--- src/rtl/vga_scan_ctrl_pkg.sv ---
// Shared VGA definitions: coordinate/colour widths, default timing, scan control bundle.
`ifndef VGA_SCAN_CTRL_DEFINES
`define VGA_SCAN_CTRL_DEFINES
`define H_DISP_LEN 10
`define V_DISP_LEN 9
`define COLOR_RGB_DEPTH 12
`endif

package vga_scan_ctrl_pkg;

  localparam int H_DISP_DEF       = 640;
  localparam int H_FRONT_DEF      = 16;
  localparam int H_SYNC_DEF       = 96;
  localparam int H_BACK_DEF       = 48;
  localparam int V_DISP_DEF       = 480;
  localparam int V_FRONT_DEF      = 10;
  localparam int V_SYNC_DEF       = 2;
  localparam int V_BACK_DEF       = 33;
  localparam int NUM_LAYERS_DEF   = 4;
  localparam int RESP_LATENCY_DEF = 1;

  typedef struct packed {
    logic hs;
    logic vs;
    logic act;
  } scan_ctl_t;

  localparam scan_ctl_t SCAN_IDLE = '{hs: 1'b1, vs: 1'b1, act: 1'b0};

endpackage

--- src/rtl/vga_layer_mux.sv ---
// Registered priority mux over sprite layers (lowest index wins) plus optional
// per-frame layer-overlap flag, enabled by VGA_COLLISION_DETECT_EN.
module vga_layer_mux
  import vga_scan_ctrl_pkg::*;
#(
  parameter int NUM_LAYERS = NUM_LAYERS_DEF
) (
  input  logic                                   clk_vga,
  input  logic                                   rst,
  input  logic                                   clear_i,
  input  logic                                   act_i,
  input  logic                                   frame_start_i,
  input  logic [NUM_LAYERS*`COLOR_RGB_DEPTH-1:0] layer_rgb_i,
  input  logic [NUM_LAYERS-1:0]                  layer_alpha_i,
  input  logic [`COLOR_RGB_DEPTH-1:0]            bg_rgb_i,
  output logic [`COLOR_RGB_DEPTH-1:0]            rgb_o,
  output logic                                   collision_o
);

  localparam int D = `COLOR_RGB_DEPTH;

  logic [D-1:0] pix;
  logic [D-1:0] rgb_d, rgb_q;

  always_comb begin
    pix = bg_rgb_i;
    // Walk from the top layer down so the lowest set index is written last.
    for (int k = NUM_LAYERS - 1; k >= 0; k--) begin
      if (layer_alpha_i[k]) pix = layer_rgb_i[k*D +: D];
    end
    rgb_d = (act_i && !clear_i) ? pix : '0;
  end

  always_ff @(posedge clk_vga or posedge rst) begin
    if (rst) rgb_q <= '0;
    else     rgb_q <= rgb_d;
  end

  assign rgb_o = rgb_q;

`ifdef VGA_COLLISION_DETECT_EN
  logic hit;
  logic sticky_d, sticky_q;
  logic collision_d, collision_q;

  always_comb begin
    hit = act_i && !clear_i &&
          ((layer_alpha_i & (layer_alpha_i - NUM_LAYERS'(1))) != '0);
    sticky_d    = sticky_q | hit;
    collision_d = collision_q;
    if (frame_start_i) begin
      collision_d = sticky_q;
      sticky_d    = hit;
    end
  end

  always_ff @(posedge clk_vga or posedge rst) begin
    if (rst) begin
      sticky_q    <= 1'b0;
      collision_q <= 1'b0;
    end else begin
      sticky_q    <= sticky_d;
      collision_q <= collision_d;
    end
  end

  assign collision_o = collision_q;
`else
  logic unused_frame_start;
  assign unused_frame_start = frame_start_i;
  assign collision_o        = 1'b0;
`endif

endmodule

--- src/rtl/vga_scan_ctrl.sv ---
// VGA raster scan: counters, sprite request addresses, sync/DE delayed RESP_LATENCY+1
// to align with the registered layer mux. Collision flag via VGA_COLLISION_DETECT_EN.
module vga_scan_ctrl
  import vga_scan_ctrl_pkg::*;
#(
  parameter int H_DISP       = H_DISP_DEF,
  parameter int H_FRONT      = H_FRONT_DEF,
  parameter int H_SYNC       = H_SYNC_DEF,
  parameter int H_BACK       = H_BACK_DEF,
  parameter int V_DISP       = V_DISP_DEF,
  parameter int V_FRONT      = V_FRONT_DEF,
  parameter int V_SYNC       = V_SYNC_DEF,
  parameter int V_BACK       = V_BACK_DEF,
  parameter int NUM_LAYERS   = NUM_LAYERS_DEF,
  parameter int RESP_LATENCY = RESP_LATENCY_DEF
) (
  input  logic                                   clk_vga,
  input  logic                                   rst,
  input  logic                                   en_i,
  output logic [`H_DISP_LEN-1:0]                 req_x_addr_o,
  output logic [`V_DISP_LEN-1:0]                 req_y_addr_o,
  output logic                                   v_sync_o,
  output logic                                   h_sync_o,
  input  logic [NUM_LAYERS*`COLOR_RGB_DEPTH-1:0] layer_rgb_i,
  input  logic [NUM_LAYERS-1:0]                  layer_alpha_i,
  input  logic [`COLOR_RGB_DEPTH-1:0]            bg_rgb_i,
  output logic [`COLOR_RGB_DEPTH-1:0]            vga_rgb_o,
  output logic                                   de_o,
  output logic                                   frame_start_o,
  output logic                                   collision_o
);

  localparam int H_TOTAL  = H_DISP + H_FRONT + H_SYNC + H_BACK;
  localparam int V_TOTAL  = V_DISP + V_FRONT + V_SYNC + V_BACK;
  localparam int HW       = $clog2(H_TOTAL);
  localparam int VW       = $clog2(V_TOTAL);
  localparam int PIPE     = RESP_LATENCY + 1;
  localparam int HS_START = H_DISP + H_FRONT;
  localparam int VS_START = V_DISP + V_FRONT;

  logic [HW-1:0] h_cnt_d, h_cnt_q;
  logic [VW-1:0] v_cnt_d, v_cnt_q;
  logic          run, active, frame_start, resp_act;
  scan_ctl_t     cur_ctl;
  scan_ctl_t     pipe_d [1:PIPE];
  scan_ctl_t     pipe_q [1:PIPE];

  // Gating with rst keeps the request side idle while reset is held.
  assign run         = en_i && !rst;
  assign active      = run && (int'(h_cnt_q) < H_DISP) && (int'(v_cnt_q) < V_DISP);
  assign frame_start = run && (h_cnt_q == '0) && (v_cnt_q == '0);

  always_comb begin
    h_cnt_d = h_cnt_q;
    v_cnt_d = v_cnt_q;
    if (!en_i) begin
      h_cnt_d = '0;
      v_cnt_d = '0;
    end else if (int'(h_cnt_q) == H_TOTAL - 1) begin
      h_cnt_d = '0;
      v_cnt_d = (int'(v_cnt_q) == V_TOTAL - 1) ? '0 : v_cnt_q + VW'(1);
    end else begin
      h_cnt_d = h_cnt_q + HW'(1);
    end
  end

  always_comb begin
    cur_ctl = SCAN_IDLE;
    if (run) begin
      cur_ctl.hs  = !((int'(h_cnt_q) >= HS_START) && (int'(h_cnt_q) < HS_START + H_SYNC));
      cur_ctl.vs  = !((int'(v_cnt_q) >= VS_START) && (int'(v_cnt_q) < VS_START + V_SYNC));
      cur_ctl.act = active;
    end
    for (int i = 1; i <= PIPE; i++) pipe_d[i] = SCAN_IDLE;
    if (en_i) begin
      pipe_d[1] = cur_ctl;
      for (int i = 2; i <= PIPE; i++) pipe_d[i] = pipe_q[i-1];
    end
  end

  always_ff @(posedge clk_vga or posedge rst) begin
    if (rst) begin
      h_cnt_q <= '0;
      v_cnt_q <= '0;
      for (int i = 1; i <= PIPE; i++) pipe_q[i] <= SCAN_IDLE;
    end else begin
      h_cnt_q <= h_cnt_d;
      v_cnt_q <= v_cnt_d;
      for (int i = 1; i <= PIPE; i++) pipe_q[i] <= pipe_d[i];
    end
  end

  // Active flag as seen when the layer response for that pixel arrives.
  generate
    if (RESP_LATENCY == 0) begin : g_resp_now
      assign resp_act = cur_ctl.act;
    end else begin : g_resp_dly
      assign resp_act = pipe_q[RESP_LATENCY].act;
    end
  endgenerate

  assign req_x_addr_o  = active ? `H_DISP_LEN'(h_cnt_q) : '1;
  assign req_y_addr_o  = active ? `V_DISP_LEN'(v_cnt_q) : '1;
  assign frame_start_o = frame_start;
  assign h_sync_o      = pipe_q[PIPE].hs;
  assign v_sync_o      = pipe_q[PIPE].vs;
  assign de_o          = pipe_q[PIPE].act;

  vga_layer_mux #(
    .NUM_LAYERS (NUM_LAYERS)
  ) u_layer_mux (
    .clk_vga       (clk_vga),
    .rst           (rst),
    .clear_i       (!en_i),
    .act_i         (resp_act),
    .frame_start_i (frame_start),
    .layer_rgb_i   (layer_rgb_i),
    .layer_alpha_i (layer_alpha_i),
    .bg_rgb_i      (bg_rgb_i),
    .rgb_o         (vga_rgb_o),
    .collision_o   (collision_o)
  );

endmodule
--- config.mk ---
export PLATFORM = sky130hd
export DESIGN_NAME = vga_scan_ctrl
export DESIGN_NICKNAME = d
export VERILOG_FILES = /design/src/rtl/vga_scan_ctrl_pkg.sv /design/src/rtl/vga_layer_mux.sv /design/src/rtl/vga_scan_ctrl.sv
export SDC_FILE = /design/constraint.sdc
export NUM_CORES = 1
export LEC_CHECK = 0
export CAP_MARGIN = 25
export CORE_MARGIN = 2
export CORE_UTILIZATION = 33
export DETAILED_ROUTE_END_ITERATION = 8
export GPL_TIMING_DRIVEN = 0
export PLACE_DENSITY = 0.74
export SLEW_MARGIN = 15
export SYNTH_ARGS = -nofsm -noshare
export SYNTH_HDL_FRONTEND = slang
export SYNTH_SLANG_ARGS = --single-unit
--- constraint.sdc ---
create_clock -name clk_vga -period 3.53 [get_ports clk_vga]
set_clock_uncertainty 0.15 [all_clocks]
set_input_delay 1.059 -clock clk_vga [delete_from_list [all_inputs] [get_ports clk_vga]]
set_output_delay 1.059 -clock clk_vga [all_outputs]
set_load 0.02 [all_outputs]
# After elaboration in Yosys (flattened, before gate mapping)
# Index checks and enable logic that the tools add are counted.
[totals]
reg_bits = 38
in_bits = 67
output_inout_bits = 36
word_cells = 47
[classes]
n_eq_ne = 3
add_sub_neg = 2
n_reduce_logical = 13
order_cmp = 6
muxes = 14
[op_table]
columns = ["cell", "count"]
rows = [
  ["2-to-1 mux 10 bit", 6],
  ["2-to-1 mux 12 bit", 5],
  ["adder 10 x 1 -> 10 bit, second input constant", 2],
  ["logical NOT 10 bit", 2],
  ["< comparator 10 bit, second input constant", 2],
  ["< comparator 10 x 9 -> 1 bit, second input constant", 2],
  ["equality test 10 bit, second input constant", 1],
  ["equality test 10 x 9 -> 1 bit, second input constant", 1],
  [">= comparator 10 bit, second input constant", 1],
  [">= comparator 10 x 9 -> 1 bit, second input constant", 1],
  ["2-to-1 mux 9 bit", 1],
  ["logical AND 1 bit", 8],
  ["2-to-1 mux 6 bit", 1],
  ["logical NOT 1 bit", 3],
  ["2-to-1 mux 3 bit", 1],
  ["!= test 2 x 1 -> 1 bit, second input constant", 1],
]

# Depth between registers and ports, before layout
# Gate-level depths: netlist (run 1).
[logic_depth]
word_depth = 6
mapped_depth = 7
ltp_nobuf = 5

# Modules after synthesis
# Synthesis (run 1) repeated with hierarchy kept, for this count alone.
[unflattened]
cells_unflattened = 233
area_unflattened_um2 = 2462.4
[modules_own_cells]
columns = ["mod", "n_inst", "seq_area_each_um2", "area_per_inst_um2", "cells_each"]
rows = [
  ["vga_scan_ctrl", 1, 655.6, 1470.2, 157],
  ["vga_layer_mux", 1, 300.3, 992.2, 76],
]

# Least setup slack after synthesis (run 1)
# Ideal clock, no wire load.
[synth_timing]
path_kind = "input port to output port"
start = "in rst"
end = "out frame_start_o"
t_required_ps = 2321
cell_stages = 3
path_buffers = 0
arrival_time_ps = 2269
setup_slack_ps = 52
path_cell_list = "nand2b_1 > or3_1 > nor4_1"
[synth_between]
elab_chain_len = 4
[synth_lines]
columns = ["element", "line", "source"]
rows = [
  ["start: declaration", "vga_scan_ctrl.sv:18", "input logic rst,"],
  ["logical NOT 1 bit (no source line)", "-", ""],
  ["logical AND 1 bit", "vga_scan_ctrl.sv:49", "assign run = en_i && !rst;"],
  ["logical AND 1 bit (2 in a row)", "vga_scan_ctrl.sv:51", "assign frame_start = run && (h_cnt_q == '0) && (v_cnt_q == '0);"],
  ["end: declaration", "vga_scan_ctrl.sv:29", "output logic frame_start_o,"],
]
# Every way passes these cells.

# Worst setup path in the final report (run 1)
[layout_timing]
start = "in rst"
end = "out req_y_addr_o[4]"
[layout_between]
elab_chain_len = 5
[layout_lines]
columns = ["element", "line", "source"]
rows = [
  ["logical NOT 1 bit (no source line)", "-", ""],
  ["logical AND 1 bit", "vga_scan_ctrl.sv:49", ""],
  ["logical AND 1 bit (2 in a row)", "vga_scan_ctrl.sv:50", "assign active = run && (int'(h_cnt_q) < H_DISP) && (int'(v_cnt_q) < V_DISP);"],
  ["2-to-1 mux 9 bit", "vga_scan_ctrl.sv:103", "assign req_y_addr_o = active ? `V_DISP_LEN'(v_cnt_q) : '1;"],
  ["end: declaration", "vga_scan_ctrl.sv:21", "output logic [`V_DISP_LEN-1:0] req_y_addr_o,"],
]
# Every way passes these cells.

==> run summary, run 1 <==
run status = finished clean
Power Total = 0.00100 W
CTS H-Tree Depth = 2
CP delay by family, top = simple AND/OR/NAND/NOR gates
via count = 2322
Starting DRT DRC Count = 112
area delta synth->final = 56.9%
post-DR vias/cell = 4.91
clock buffer depth = 2
Fmax achieved = 287 MHz
Syn Area/Cell = 8.77 µm²
Synth area leaders = dfrtp_1 37%, mux2i_1 5.6%, nand2b_1 5.4%
Fin. Hold Viols = 0
CP endpoint kind = output pin
worst reg2reg endpoint = v_cnt_q[9]
final period utilization = 98.8%
PwrDens = 275 nW/µm²
number of global-route vias before repair = 2319
fraction of final layout cells sized beyond drive strength 1 = 16.7%
max incr delay on CP = 0.42 ns
GRT overflow = 0
final RePlAce weighted congestion = 0.836
DRT Pass-1 Iters = 4
crit path DAT = 2.28 ns
critical path buffer and inverter count = 3
CP Cell Sequence = buf_2 -> nand2b_4 -> or3_4 -> clkbuf_8 -> or2_4 -> buf_6
Yosys cell types = 40
r2r setup slk = 1.45 ns
Ys Warns = 0
Post-Syn Nets = 336
CTS tree = done
leakage = 1.59 nW
first-pass GRT wire length = 10.4 mm
FF+latch count, synth = 38
Post-Syn Area = 2320 µm²
Most used DFF post-synth = dfrtp_1
Placed Area = 3480 µm²
most common cell after layout, fill and taps aside = clkdlybuf4s50_1
Filler cells = 658
pin count of the biggest net entering global routing = 23
Critical Path RT = 2.32 ns
post-layout worst setup margin = 0.0412 ns
Synth top area share = 36.6%
critical path class = input port to output pin
antenna viol nets, final = 0
Final Instance Area = 3650 µm²
Seq/Total Area, Yosys = 41.1%
hold crit path type = flip-flop to flip-flop
initial antenna violation count = 0
Mapped Cells = 265
drt wl/cell = 13.7 µm
RSZ-0062 raised after global routing = no
crit path time final = 3.49 ns
core area = 6790 µm²
worst slack, placed = -1.13 ns
Reg area = 956 µm²
# diodes = 0
overall die area = 7730 µm²
clock sink count = 38
DP HPWL = 5.13 mm
reg-to-reg critical path startpoint = h_cnt_q[0]
VDD IR max = 135 µV
area of the multi-input gates = 1280 µm²
CTS Hold Bufs = 0
row count = 30
clock transition at the registers of the reported paths = 0.07 ns
EDFF count, synth = 0
Reg2Reg Depth = 6
WL final = 6.47 mm
cell taking the most area after synthesis = dfrtp_1
ys async rst share = 100%
Ports = 103
clock latency on the worst-skew pair = 0.29 ns
nets@finish = 447
startpoint class of the critical path = input port
global router's overall resource usage = 17.3%
remaining routing DRC violations = 0
worst setup path end = req_y_addr_o[4]
max-slew violation count = 0
# port buffers = 101
Crit. path cell count = 6
most frequent cells in the layout = 79 x clkdlybuf4s50_1, 34 x dfrtp_1, 22 x nand2_1
Finish-stage setup viols = 0
Critical Path Source = rst
Root Buffer Master = clkbuf_8
initial core utilization = 34.2%
Die Width = 87.9 µm
clock buffer count from CTS = 5
slowest CP cell = or3_4
critical-path maximum fanout = 6
Die Ht = 87.9 µm
Max-cap violations = 0
## final cells by class
| class | count | share of cell area, % |
|---|---|---|
| buffer | 13 | 1.99 |
| multi-input combinational | 194 | 35.1 |
| clock buffer | 8 | 2.47 |
| sequential | 38 | 26.2 |
| tap | 96 | 3.29 |
| timing repair buffer | 104 | 28.9 |
| inverter | 20 | 2.06 |
## cells by family (layout without fill, tap and decap cells)
group | after synthesis | count (layout) | synth area share (%)
AND/OR/NAND/NOR | 111 | 112 | 27.1
AO/OA/AOI/OAI | 56 | 56 | 14.7
flip-flops | 38 | 38 | 41.1
buffers and inverters | 34 | 145 | 6.08
multiplexers | 13 | 13 | 5.60
XOR/XNOR | 8 | 8 | 3.01
adder cells (fa/ha/maj) | 4 | 4 | 2.15
other | 1 | 1 | 0.161
## report_power, final
part / leakage, nW / switching [W] / internal (W)
clock: 0.0455 / 0.000154 / 0.000160
combinational: 1.04 / 0.000105 / 0.000136
sequential: 0.510 / 0.00000517 / 0.000443
## how the worst min path moves through the flow
| stage | end | depth (start not counted) | slack [ns] | startpoint |
|---|---|---|---|---|
| 6_report | v_sync_o | 1 | 0.34 | pipe_q[4] |
| 5_1_grt | v_sync_o | 1 | 0.35 | pipe_q[4] |
| 4_1_cts | h_sync_o | 1 | 0.34 | pipe_q[5] |
| 3_5_place_dp | h_sync_o | 1 | 0.33 | pipe_q[5] |
| 3_3_place_gp | v_sync_o | 1 | 0.32 | pipe_q[4] |
| 2_1_floorplan | h_sync_o | 1 | 0.32 | pipe_q[5] |
## worst register-to-register path, stage by stage (launching register included)
cell,delay [ns]
dfrtp_1,0.41
ha_1,0.23
nand3_2,0.12
o31a_1,0.41
buf_2,0.22
nor3_1,0.25
mux2i_1,0.22
## routing by layer
layer | wire length [µm] | part of all wire (%) | vias to the layer above | track usage, %
met1 | 2590 | 40 | 1066 | 19.3
met3 | 446 | 6.9 | 5 | 3.96
met2 | 3380 | 52 | 106 | 32.8
met4 | 57 | 0.88 | 0 | 4.20
li1 | - | - | 1145 | -
met5 | 0 | 0 | - | 0
## Yosys cell counts, drive strengths merged, types with 5 or more instances
cell    count
nand2b     20
a221oi     12
or3        10
inv        20
mux2i      13
nand3      11
o21ai      20
xor2        6
dfrtp      34
nand2      22
and3        5
or2        16
clkbuf     10
nor2        8
a21oi      19
and2        5
## sequential cells by signal (all words and copies together), names as in the netlist
signal	cells
u_layer_mux.rgb_o	12
h_cnt_q	10
v_cnt_q	10
pipe_q	2
de_o	1
h_sync_o	1
resp_act	1
v_sync_o	1
## metrics by stage
stage | TNS, ns | std cells | utilization (%) | hold slack (ns)
global placement | -19.19 | 462 | 50.9 | 0.321
finish | 0 | 473 | 53.7 | 0.340
floorplan | 0 | 265 | - | 0.318
global route | 0 | 473 | 53.7 | 0.352
detailed placement | -19.34 | 463 | 51.3 | 0.326
CTS | -0.160 | 473 | 53.6 | 0.337
## timing repair
action	in CTS	in global routing
gates resized for setup	103	6
cloned	2	0
setup buffers	1	0
pin swaps	1	1
setup endpoints to repair	20	17
(Power assumes the default switching activity.)
==> run 2, diff against run 1 <==
==> constraint.sdc (replaced) <==
create_clock -name clk_vga -period 4 [get_ports clk_vga]
set_clock_uncertainty 0.15 [all_clocks]
set_input_delay 1.2 -clock clk_vga [delete_from_list [all_inputs] [get_ports clk_vga]]
set_output_delay 1.2 -clock clk_vga [all_outputs]
set_load 0.02 [all_outputs]
==> run 2 against run 1 <==
Final cell count fell by 0.21%. Via count fell by 1.1%. Sequential power fell by 12%. Die area did not move. Global-route usage fell by 0.098 points. Non-clock buffer count fell by 1. Final area fell by 2.4%. Critical path depth did not move. Register-to-register slack improved by 0.48 ns. Critical endpoint unchanged. Largest cell class unchanged.
==> run summary, run 2 (synthesis results as in run 1) <==
run status = finished clean
clock latency on the worst-skew pair = 0.29 ns
Finish-stage setup viols = 0
startpoint class of the critical path = input port
CTS H-Tree Depth = 2
initial antenna violation count = 0
crit path time final = 3.94 ns
max reg flops = 12
Root Buffer Master = clkbuf_8
first-pass GRT wire length = 10.4 mm
pin count of the biggest net entering global routing = 23
Die Ht = 87.9 µm
slowest CP cell = or3_4
hold crit path type = flip-flop to flip-flop
PwrDens = 245 nW/µm²
final RePlAce weighted congestion = 0.836
CTS Hold Bufs = 0
most frequent cells in the layout = 79 x clkdlybuf4s50_1, 34 x dfrtp_1, 22 x nand2_1
# diodes = 0
max-slew violation count = 0
overall die area = 7730 µm²
worst slack, placed = -0.941 ns
critical path class = input port to output pin
RSZ-0062 raised after global routing = no
CP endpoint kind = output pin
Placed Area = 3480 µm²
Ports = 103
clock sink count = 38
CP Cell Sequence = dlygate4sd2_1 -> nand2b_4 -> or3_4 -> clkbuf_8 -> or2_2 -> buf_4
M3 GR Usage = 4.05%
CP delay by family, top = simple AND/OR/NAND/NOR gates
Starting DRT DRC Count = 81
initial core utilization = 34.2%
Die Width = 87.9 µm
Setup Fix Bufs, Post-CTS = 0
final period utilization = 98.4%
remaining routing DRC violations = 0
setup TNS = 0 ns
post-DR vias/cell = 4.86
Worst Hold Margin = 0.336 ns
clock transition at the registers of the reported paths = 0.07 ns
area delta synth->final = 53.1%
met1 GRT Util = 19.2%
Fin. Hold Viols = 0
max incr delay on CP = 0.38 ns
crit path DAT = 2.59 ns
nets@finish = 446
GRT overflow = 0
VDD IR max = 118 µV
# port buffers = 101
number of global-route vias before repair = 2324
drt wl/cell = 13.6 µm
critical path buffer and inverter count = 3
Fmax achieved = 254 MHz
critical-path maximum fanout = 6
Critical Path RT = 2.65 ns
M2 GR Usage = 32.3%
fraction of final layout cells sized beyond drive strength 1 = 14.6%
Final Instance Area = 3560 µm²
placed instance count = 463
CTS tree = done
clock buffer depth = 2
via count = 2296
GRT busiest layer = met2
row count = 30
final non-filler cell total = 472
global router's overall resource usage = 17.2%
most common cell after layout, fill and taps aside = clkdlybuf4s50_1
clock buffer count from CTS = 5
core area = 6790 µm²
WL final = 6.42 mm
DP HPWL = 5.13 mm
leakage = 1.54 nW
DRT Pass-1 Iters = 4
antenna viol nets, final = 0
Max-cap violations = 0
post-layout worst setup margin = 0.0642 ns
run 2: final timing paths:
check	start	end	slack, ns	cells past startpoint
max	rst	req_y_addr_o[4]	0.06	6
min	pipe_q[4]	v_sync_o	0.34	1
max reg2reg	h_cnt_q[0]	v_cnt_q[9]	1.93	6
min reg2reg	pipe_q[4]	v_sync_o	0.34	1
max in group asynchronous	rst	pipe_q[4]	2.28	3
min in group asynchronous	rst	h_cnt_q[5]	0.90	2
run 2: worst register-to-register path: stages (launching register included):
cell and delay, ns:
dfrtp_1 0.41, ha_1 0.23, nand3_2 0.12, o31a_1 0.40, buf_2 0.22, nor3_1 0.26, mux2i_1 0.22
run 2: cell type report:
class                      count  area (µm²)
inverter                      20        75.1
sequential                    38         956
tap                           96         120
fill                         669        3240
buffer                        13        72.6
timing repair buffer         103         987
multi-input combinational    194        1260
clock buffer                   8        90.1
run 2: per-stage QoR:
stage | power (W) | util [%]
floorplan | 0.000490 | -
detailed placement | 0.000610 | 51.3
CTS | 0.000879 | 52.4
global route | 0.000914 | 52.4
global placement | 0.000603 | 50.9
finish | 0.000871 | 52.4
run 2: timing repair:
action                                  in CTS  in global routing
endpoints found under the setup margin      20                 12
gates resized for setup                     62                  1
pin swaps                                    1                  0
cloned                                       2                  0
run 2: report_power, final:
group / leakage (nW) / switching, W / total [W] / internal [W]
sequential: 0.510 / 0.00000455 / 0.000396 / 0.000391
clock: 0.0455 / 0.000135 / 0.000275 / 0.000141
combinational: 0.984 / 0.0000904 / 0.000200 / 0.000110
total: 1.54 / 0.000230 / 0.000871 / 0.000642
run 2: metal layers:
layer / up-vias / part of all wire, %
li1: 1139 / -
met2: 98 / 52
met1: 1054 / 40
met5: - / 0
met4: 0 / 0.87
met3: 5 / 7.3
==> run 3, diff against run 2 <==
--- a/config.mk
+++ b/config.mk
@@ -5,8 +5,8 @@
 export SDC_FILE = /design/constraint.sdc
 export NUM_CORES = 1
 export LEC_CHECK = 0
-export CAP_MARGIN = 25
-export CORE_MARGIN = 2
+export CAP_MARGIN = 5
+export CORE_MARGIN = 1
 export CORE_UTILIZATION = 33
 export DETAILED_ROUTE_END_ITERATION = 8
 export GPL_TIMING_DRIVEN = 0
==> run 3 against run 2 <==
Flip-flop and latch count is the same. Global-route usage grew 0.81 points. Final cell count shrank 0.21%. Non-clock buffer count shrank 1. Count of clock-buffer cells in the layout shrank 2. Die area shrank 4.5%. First-iteration DRC count grew 31%. Critical path type unchanged. Hold slack gained 0.0036 ns.
==> run summary, run 3 (synthesis results as in run 1) <==
overall die area = 7380 µm²
Root Buffer Master = clkbuf_8
clock sink count = 38
Starting DRT DRC Count = 106
placed instance count = 463
antenna viol nets, final = 0
clock transition at the registers of the reported paths = 0.08 ns
initial antenna violation count = 0
area delta synth->final = 52.4%
final core utilization = 52.1%
Setup Fix Bufs, Post-CTS = 0
Ports = 103
most common cell after layout, fill and taps aside = clkdlybuf4s50_1
critical-path maximum fanout = 10
Die Ht = 85.9 µm
final RePlAce weighted congestion = 0.811
number of global-route vias before repair = 2299
core area = 6790 µm²
WL final = 6.24 mm
# port buffers = 101
# diodes = 0
Fin. Hold Viols = 0
VDD IR max = 93.4 µV
hold wc startpoint = pipe_q[4]
leakage = 1.54 nW
PwrDens = 246 nW/µm²
Fmax achieved = 252 MHz
fraction of final layout cells sized beyond drive strength 1 = 14.9%
most frequent cells in the layout = 79 x clkdlybuf4s50_1, 34 x dfrtp_1, 22 x nand2_1
startpoint class of the critical path = input port
Finish-stage setup viols = 0
DP HPWL = 4.93 mm
nets@finish = 445
hold crit path type = flip-flop to flip-flop
CP endpoint kind = output pin
row count = 30
max reg flops = 12
clock buffer depth = 2
via count = 2317
global router's overall resource usage = 18.0%
GRT overflow = 0
clock latency on the worst-skew pair = 0.29 ns
initial core utilization = 34.2%
first-pass GRT wire length = 10.4 mm
Critical Path RT = 2.65 ns
max-slew violation count = 0
crit path DAT = 2.61 ns
pin count of the biggest net entering global routing = 33
DRT Pass-1 Iters = 4
Critical Path Source = rst
RSZ-0062 raised after global routing = no
CTS H-Tree Depth = 2
run status = finished clean
post-DR vias/cell = 4.92
reg-to-reg critical path startpoint = h_cnt_q[0]
drt wl/cell = 13.3 µm
clock buffer count from CTS = 5
CTS tree = done
final non-filler cell total = 471
final period utilization = 99.1%
Max-cap violations = 0
crit path time final = 3.96 ns
remaining routing DRC violations = 0
critical path class = input port to output pin
Die Width = 85.9 µm
-- run 3: worst max-delay path: stages --
cell and delay [ns]:
dlygate4sd2_1 0.26, nand2b_4 0.16, or3_4 0.38, clkbuf_8 0.17
or2_2 0.28, buf_4 0.16
-- run 3: final cells by class --
class	instances	area (µm²)
flip-flops and latches	38	956
well taps	96	120
clock buffers	6	82.6
fillers	662	3250
clock inverters	2	12.5
multi-input cells	194	1260
plain buffers	13	72.6
repair buffers	102	966
inverters	20	75.1
-- run 3: worst paths after layout --
| check | end | slack, ns | cells past startpoint |
|---|---|---|---|
| min | v_sync_o | 0.34 | 1 |
| max reg2reg | v_cnt_q[9] | 1.92 | 6 |
| min in group asynchronous | h_cnt_q[6] | 0.82 | 2 |
| max in group asynchronous | v_sync_o | 2.42 | 3 |
| min reg2reg | v_sync_o | 0.34 | 1 |
| max | req_y_addr_o[4] | 0.04 | 6 |
-- run 3: metrics by stage --
step / worst slack [ns] / total power, W / cell area [µm²] / setup TNS (ns) / hold WS, ns
floorplan: 0.240 / 0.000490 / 2320 / 0 / 0.318
global placement: -0.903 / 0.000603 / 3460 / -15.16 / 0.320
detailed placement: -0.966 / 0.000609 / 3480 / -15.93 / 0.329
CTS: 0.00810 / 0.000881 / 3550 / 0 / 0.343
global route: 0.00215 / 0.000912 / 3540 / 0 / 0.359
finish: 0.0355 / 0.000870 / 3540 / 0 / 0.340
-- run 3: power breakdown --
| part | switching (W) | leakage [nW] | internal (W) | total, W |
|---|---|---|---|---|
| clock network | 0.000138 | 0.0472 | 0.000139 | 0.000277 |
| logic | 0.0000893 | 0.978 | 0.000108 | 0.000197 |
| registers | 0.00000455 | 0.510 | 0.000391 | 0.000396 |
-- run 3: routing by layer --
layer	up-vias	wire length, µm	GRT usage, %	share of wire (%)
met4	0	93	5.00	1.5
met3	9	500	5.39	8.0
met2	104	3280	33.5	52
li1	1139	-	-	-
met5	-	0	0	0
met1	1065	2370	19.5	38
-- run 3: what timing repair did --
| action | CTS | global route |
|---|---|---|
| pin swaps | 1 | 0 |
| gates cloned | 1 | 0 |
| resized for setup | 62 | 2 |
| setup endpoints to repair | 20 | 14 |
| hold buffers | 0 | 0 |
==> RTL edit 1 (flow settings as in run 1) <==
Register the output `vga_rgb_o`; this adds one clock of latency there. The other outputs are not delayed to match.
--- a/src/rtl/vga_scan_ctrl.sv
+++ b/src/rtl/vga_scan_ctrl.sv
@@ -37,6 +37,8 @@
   localparam int PIPE     = RESP_LATENCY + 1;
   localparam int HS_START = H_DISP + H_FRONT;
   localparam int VS_START = V_DISP + V_FRONT;
+
+  logic [`COLOR_RGB_DEPTH-1:0] vga_rgb_d;
 
   logic [HW-1:0] h_cnt_d, h_cnt_q;
   logic [VW-1:0] v_cnt_d, v_cnt_q;
@@ -117,8 +119,12 @@
     .layer_rgb_i   (layer_rgb_i),
     .layer_alpha_i (layer_alpha_i),
     .bg_rgb_i      (bg_rgb_i),
-    .rgb_o         (vga_rgb_o),
+    .rgb_o         (vga_rgb_d),
     .collision_o   (collision_o)
   );
 
+  always_ff @(posedge clk_vga) begin
+    vga_rgb_o <= vga_rgb_d;
+  end
+
 endmodule
Check against the original RTL: not equivalent (Yosys sat finds a counterexample within 4 cycles, from zero or initial values and one cycle with rst high).
==> RTL edit 1 against run 1 <==
  * Sequential power rose by 31%
  * Sequential cell count rose by 12
  * Routed wire length rose by 0.19%
  * Non-clock buffer count fell by 1
  * Area after synthesis rose by 10%
  * Combinational power fell by 3%
  * Setup slack improved by 1.4 ps
  * Maximum frequency barely moved
  * Count of clock-buffer cells in the layout fell by 2
  * Final area rose by 5.7%
  * First-iteration DRC count fell by 44%
  * Power rose by 14%
==> RTL edit 1: results (changes against run 1) <==
[outcome]
outcome = finished clean

[power_and_ir_drop]
vdd_ir_drop_max_mv = 0.142  ; +5.0%
pg_clk_uw = 323  ; +3%
p_leak_nw = 1.67  ; +4.8%
p_int_uw = 853  ; +16%
pg_comb_uw = 233  ; -3%
switching_share_pct = 25.5  ; -0.87 points

[logic_synthesis]
synth_xor_area_share_pct = 2.73  ; -0.28 points
yosys-top-cells-area = dfrtp_1 33%, dfxtp_1 9.4%, mux2i_1 5.1%
ys_seq_area_share_pct = 46.6  ; +5.5 points
syn-num-nets = 348  ; +3.6%
synthAdderAreaFrac_pct = 1.95  ; -0.20 points
synthMuxAreaShare_pct = 5.07  ; -0.52 points
syn_area_per_cell_um2 = 9.26  ; +5.6%
async_flop_share_pct = 76.0  ; -24 points
synth.distinct_cells = 41  ; +2.5%

[drt]
firstDrtPassIters = 4  ; unchanged
wire_per_inst_um = 13.2  ; -3.3%
drt-initial-drc-count = 63  ; -44%
viasPerCell = 4.95  ; +0.81%

[placed_design]
place.gp.congestion = 0.797  ; -4.7%
detailed_place_hpwl_um = 5150  ; +0.40%
post-place-ws_ps = -1090  ; +38.6 ps
numPlacedInstances = 481  ; +3.9%
placedInstanceArea_mm2 = 0.00372  ; +6.9%

[cells_and_area]
n_antenna_cell = 0  ; unchanged
drive_gt1_share_pct = 14.9  ; -1.8 points
n_fill_cell = 709  ; +7.8%
nets = 458  ; +2.5%

[global_routing]
grt_use_total_pct = 15.8  ; -1.5 points
grt_max_degree = 29  ; +26%
grt_pass1_wl_um = 10800  ; +3.2%

==> RTL edit 1: area by class of cell <==
cell class | instances | area, um2 | share of cell area [%]
multi-input cells | 194 | 1260 | 32.7
flip-flops and latches | 50 | 1200 | 31.0
repair buffers | 103 | 1040 | 26.9
well taps | 102 | 128 | 3.31
inverters | 20 | 75.1 | 1.95
clock buffers | 6 | 72.6 | 1.88
plain buffers | 13 | 72.6 | 1.88
clock inverters | 2 | 13.8 | 0.357
==> RTL edit 1: path summary, 6_finish.rpt <==
check	startpoint	endpoint	slack [ps]	cells past startpoint
worst max-delay path	rst	req_y_addr_o[6]	40	6
worst min-delay path	u_layer_mux.rgb_o[0]$_DFF_PP0_	vga_rgb_o[0]$_DFF_P_	200	0
worst max register to register	h_cnt_q[0]$_DFF_PP0_	v_cnt_q[9]$_DFFE_PP0P_	1420	6
worst min register to register	u_layer_mux.rgb_o[0]$_DFF_PP0_	vga_rgb_o[0]$_DFF_P_	200	0
max in group asynchronous	rst	pipe_q[4]$_DFF_PP1_	2210	3
min in group asynchronous	rst	h_cnt_q[6]$_DFF_PP0_	540	2
==> RTL edit 1: what timing repair did <==
action | CTS | global route
hold buffers | 0 | 0
setup buffers | 0 | 0
endpoints found under the setup margin | 20 | 0
resized for setup | 94 | 0
hold endpoints to repair | 0 | 0
==> RTL edit 1: layer usage <==
layer  track usage [%]  part of all wire [%]
met2              29.2                    51
met5                 0                     0
met4              5.22                   1.6
met3              4.77                   9.0
met1              17.1                    39
==> RTL edit 1: critical path, stage by stage <==
cell and delay, ps:
buf_2 110, nand2b_4 150, or3_4 380, clkbuf_8 160, or2_2 280, buf_6 130
==> RTL edit 2 (settings of run 1) <==
Without the edit above. The package constant `V_FRONT_DEF` goes from 10 to 5.
--- a/src/rtl/vga_scan_ctrl_pkg.sv
+++ b/src/rtl/vga_scan_ctrl_pkg.sv
@@ -13,7 +13,7 @@
   localparam int H_SYNC_DEF       = 96;
   localparam int H_BACK_DEF       = 48;
   localparam int V_DISP_DEF       = 480;
-  localparam int V_FRONT_DEF      = 10;
+  localparam int V_FRONT_DEF      = 5;
   localparam int V_SYNC_DEF       = 2;
   localparam int V_BACK_DEF       = 33;
   localparam int NUM_LAYERS_DEF   = 4;
Behaviour: same outputs for any inputs over 10 cycles, from zero or initial values and one cycle with rst high; that may be too few to reach the edited logic, so the function may still have changed.
==> RTL edit 2 against run 1 <==
  * Critical path type unchanged
  * Sequential share of layout area increased by 0.33 points
  * Final area decreased by 1.2%
  * Power decreased by 2.0%
  * Largest power group unchanged
  * Maximum frequency increased by 0.66%
  * Area after synthesis increased by 1.6%
  * Routed wire length decreased by 0.88%
  * Setup slack improved by 23 ps
  * Sequential cell count unchanged
  * Final cell count increased by 1.5%
==> RTL edit 2: results (changes against run 1) <==
[placed_design]
port-buffer-count = 101  ; unchanged
detailed_place_hpwl_um = 5130  ; about the same
numPlacedInstances = 469  ; +1.3%
place.gp.congestion = 0.887  ; +6.1%

[clock_network]
root_buffer = clkbuf_8
clk_pin_slew_ps = 70  ; about the same
htreeDepth = 2  ; unchanged
clk_latency_ps = 290  ; about the same
hold_buffers = 0  ; unchanged
clockBufferDepth = 2  ; unchanged
cts_made_buffers = 5  ; unchanged

[cells_and_area]
largest_reg_flops = 12  ; unchanged
final_cells = 480  ; +1.5%
n_fill_cell = 629  ; -4.4%
n_antenna_cell = 0  ; unchanged
drive_gt1_share_pct = 15.1  ; -1.6 points
nets = 456  ; +2.0%

[power_and_ir_drop]
vdd_ir_drop_max_mv = 0.128  ; -4.8%
p_leak_nw = 1.55  ; -2.7%

[drt]
viasPerCell = 4.92  ; +0.24%
drt_wl_total_um = 6420  ; -0.88%
firstDrtPassIters = 4  ; unchanged
drt-initial-drc-count = 79  ; -29%

[logic_synthesis]
syn-num-nets = 344  ; +2.4%
syn_area_per_cell_um2 = 8.71  ; -0.69%
ys_seq_area_share_pct = 40.5  ; -0.63 points
yosys-top-cells-area = dfrtp_1 36%, mux2i_1 5.1%, a21oi_1 4.5%
async_flop_share_pct = 100  ; unchanged
netlist_top_cells_count = 34 x dfrtp_1, 24 x nand2_1, 22 x inv_1, 21 x a21oi_1, 17 x o21ai_0
synth.distinct_cells = 38  ; -5.0%
ys_warn_count = 0  ; unchanged

[worst_hold_path]
hp-class = flop to flop

[global_routing]
grt_max_degree = 26  ; +13%
met1_usage_pct = 18.5  ; -0.81 points
grt_pass1_vias = 2362  ; +1.9%
grt_pass1_wl_um = 10300  ; -1.6%
grt_use_met2_pct = 31.8  ; -1.0 points
grt_use_total_pct = 16.7  ; -0.53 points
antenna_found_initial = 0  ; unchanged
grt_util_met3_pct = 4.10  ; +0.15 points

[worst_setup_path]
worstPathArrival_ps = 2260  ; -20 ps
critical_path.max_fanout = 9  ; +3

[outcome]
outcome = finished clean

[sta]
worst_pin_slew_ps = 557

RTL edit 2: critical path: stages:
cell,delay [ps]
buf_4,140
inv_4,80
nor3_4,200
buf_6,140
nand2_1,70
or2_2,300
clkdlybuf4s15_2,250
RTL edit 2: worst paths after layout:
path | slack, ps | to | startpoint | depth (start not counted)
min in group asynchronous | 720 | h_cnt_q[9]$_DFF_PP0_ | rst | 2
max in group asynchronous | 2000 | v_sync_o$_DFF_PP1_ | rst | 3
setup / recovery | 60 | req_y_addr_o[7] | en_i | 7
setup reg to reg | 1530 | v_cnt_q[7]$_DFFE_PP0P_ | h_cnt_q[0]$_DFF_PP0_ | 6
hold reg to reg | 330 | h_sync_o$_DFF_PP1_ | pipe_q[5]$_DFF_PP1_ | 1
hold / removal | 330 | h_sync_o$_DFF_PP1_ | pipe_q[5]$_DFF_PP1_ | 1
RTL edit 2: routing by layer:
metal	share of wire [%]	routed length, um	up-vias
met5	0	0	-
met2	53	3390	107
li1	-	-	1168
met1	38	2440	1079
met3	7.9	504	8
met4	1.2	78	0
RTL edit 2: layout make-up:
class                   count  area (um2)  share of cell area (%)
multi-input cells         195        1240                    34.6
repair buffers            105        1010                    28.1
flip-flops and latches     38         956                    26.5
well taps                  96         120                    3.33
plain buffers              15        90.1                    2.50
inverters                  23        88.8                    2.47
clock buffers               7        86.3                    2.40
clock inverters             1        5.00                   0.139
RTL edit 2: where the power goes:
| part | total [mW] | internal, mW | leakage (nW) | switching [mW] |
|---|---|---|---|---|
| Clock | 0.307 | 0.158 | 0.0482 | 0.149 |
| Combinational | 0.227 | 0.125 | 0.989 | 0.102 |
| Sequential | 0.449 | 0.443 | 0.510 | 0.00517 |
RTL edit 2: stage by stage:
stage	worst slack (ps)	instance area, um2	TNS (ps)
2_1_floorplan	198	2360	0
3_3_place_gp	-1430	3490	-23890
4_1_cts	0.0631	3580	0
3_5_place_dp	-1410	3510	-23480
6_report	64.3	3600	0
5_1_grt	-2.69	3600	-6.46
RTL edit 2: cell families (layout without fill, tap and decap cells):
group,count (synthesis),count (layout),synth area share [%]
multiplexers,12,12,5.09
AND/OR/NAND/NOR,111,111,26.2
buffers and inverters,38,151,7.05
XOR/XNOR,9,9,3.34
AO/OA/AOI/OAI,56,56,14.5
adder cells (fa/ha/maj),6,6,3.18
flip-flops,38,38,40.5
other,1,1,0.159
RTL edit 2: what timing repair did:
action,in CTS,in global routing
buffers inserted,1,2
endpoints found under the setup margin,20,8
pin swaps,1,1
endpoints found under the hold margin,0,0
resized for setup,69,1
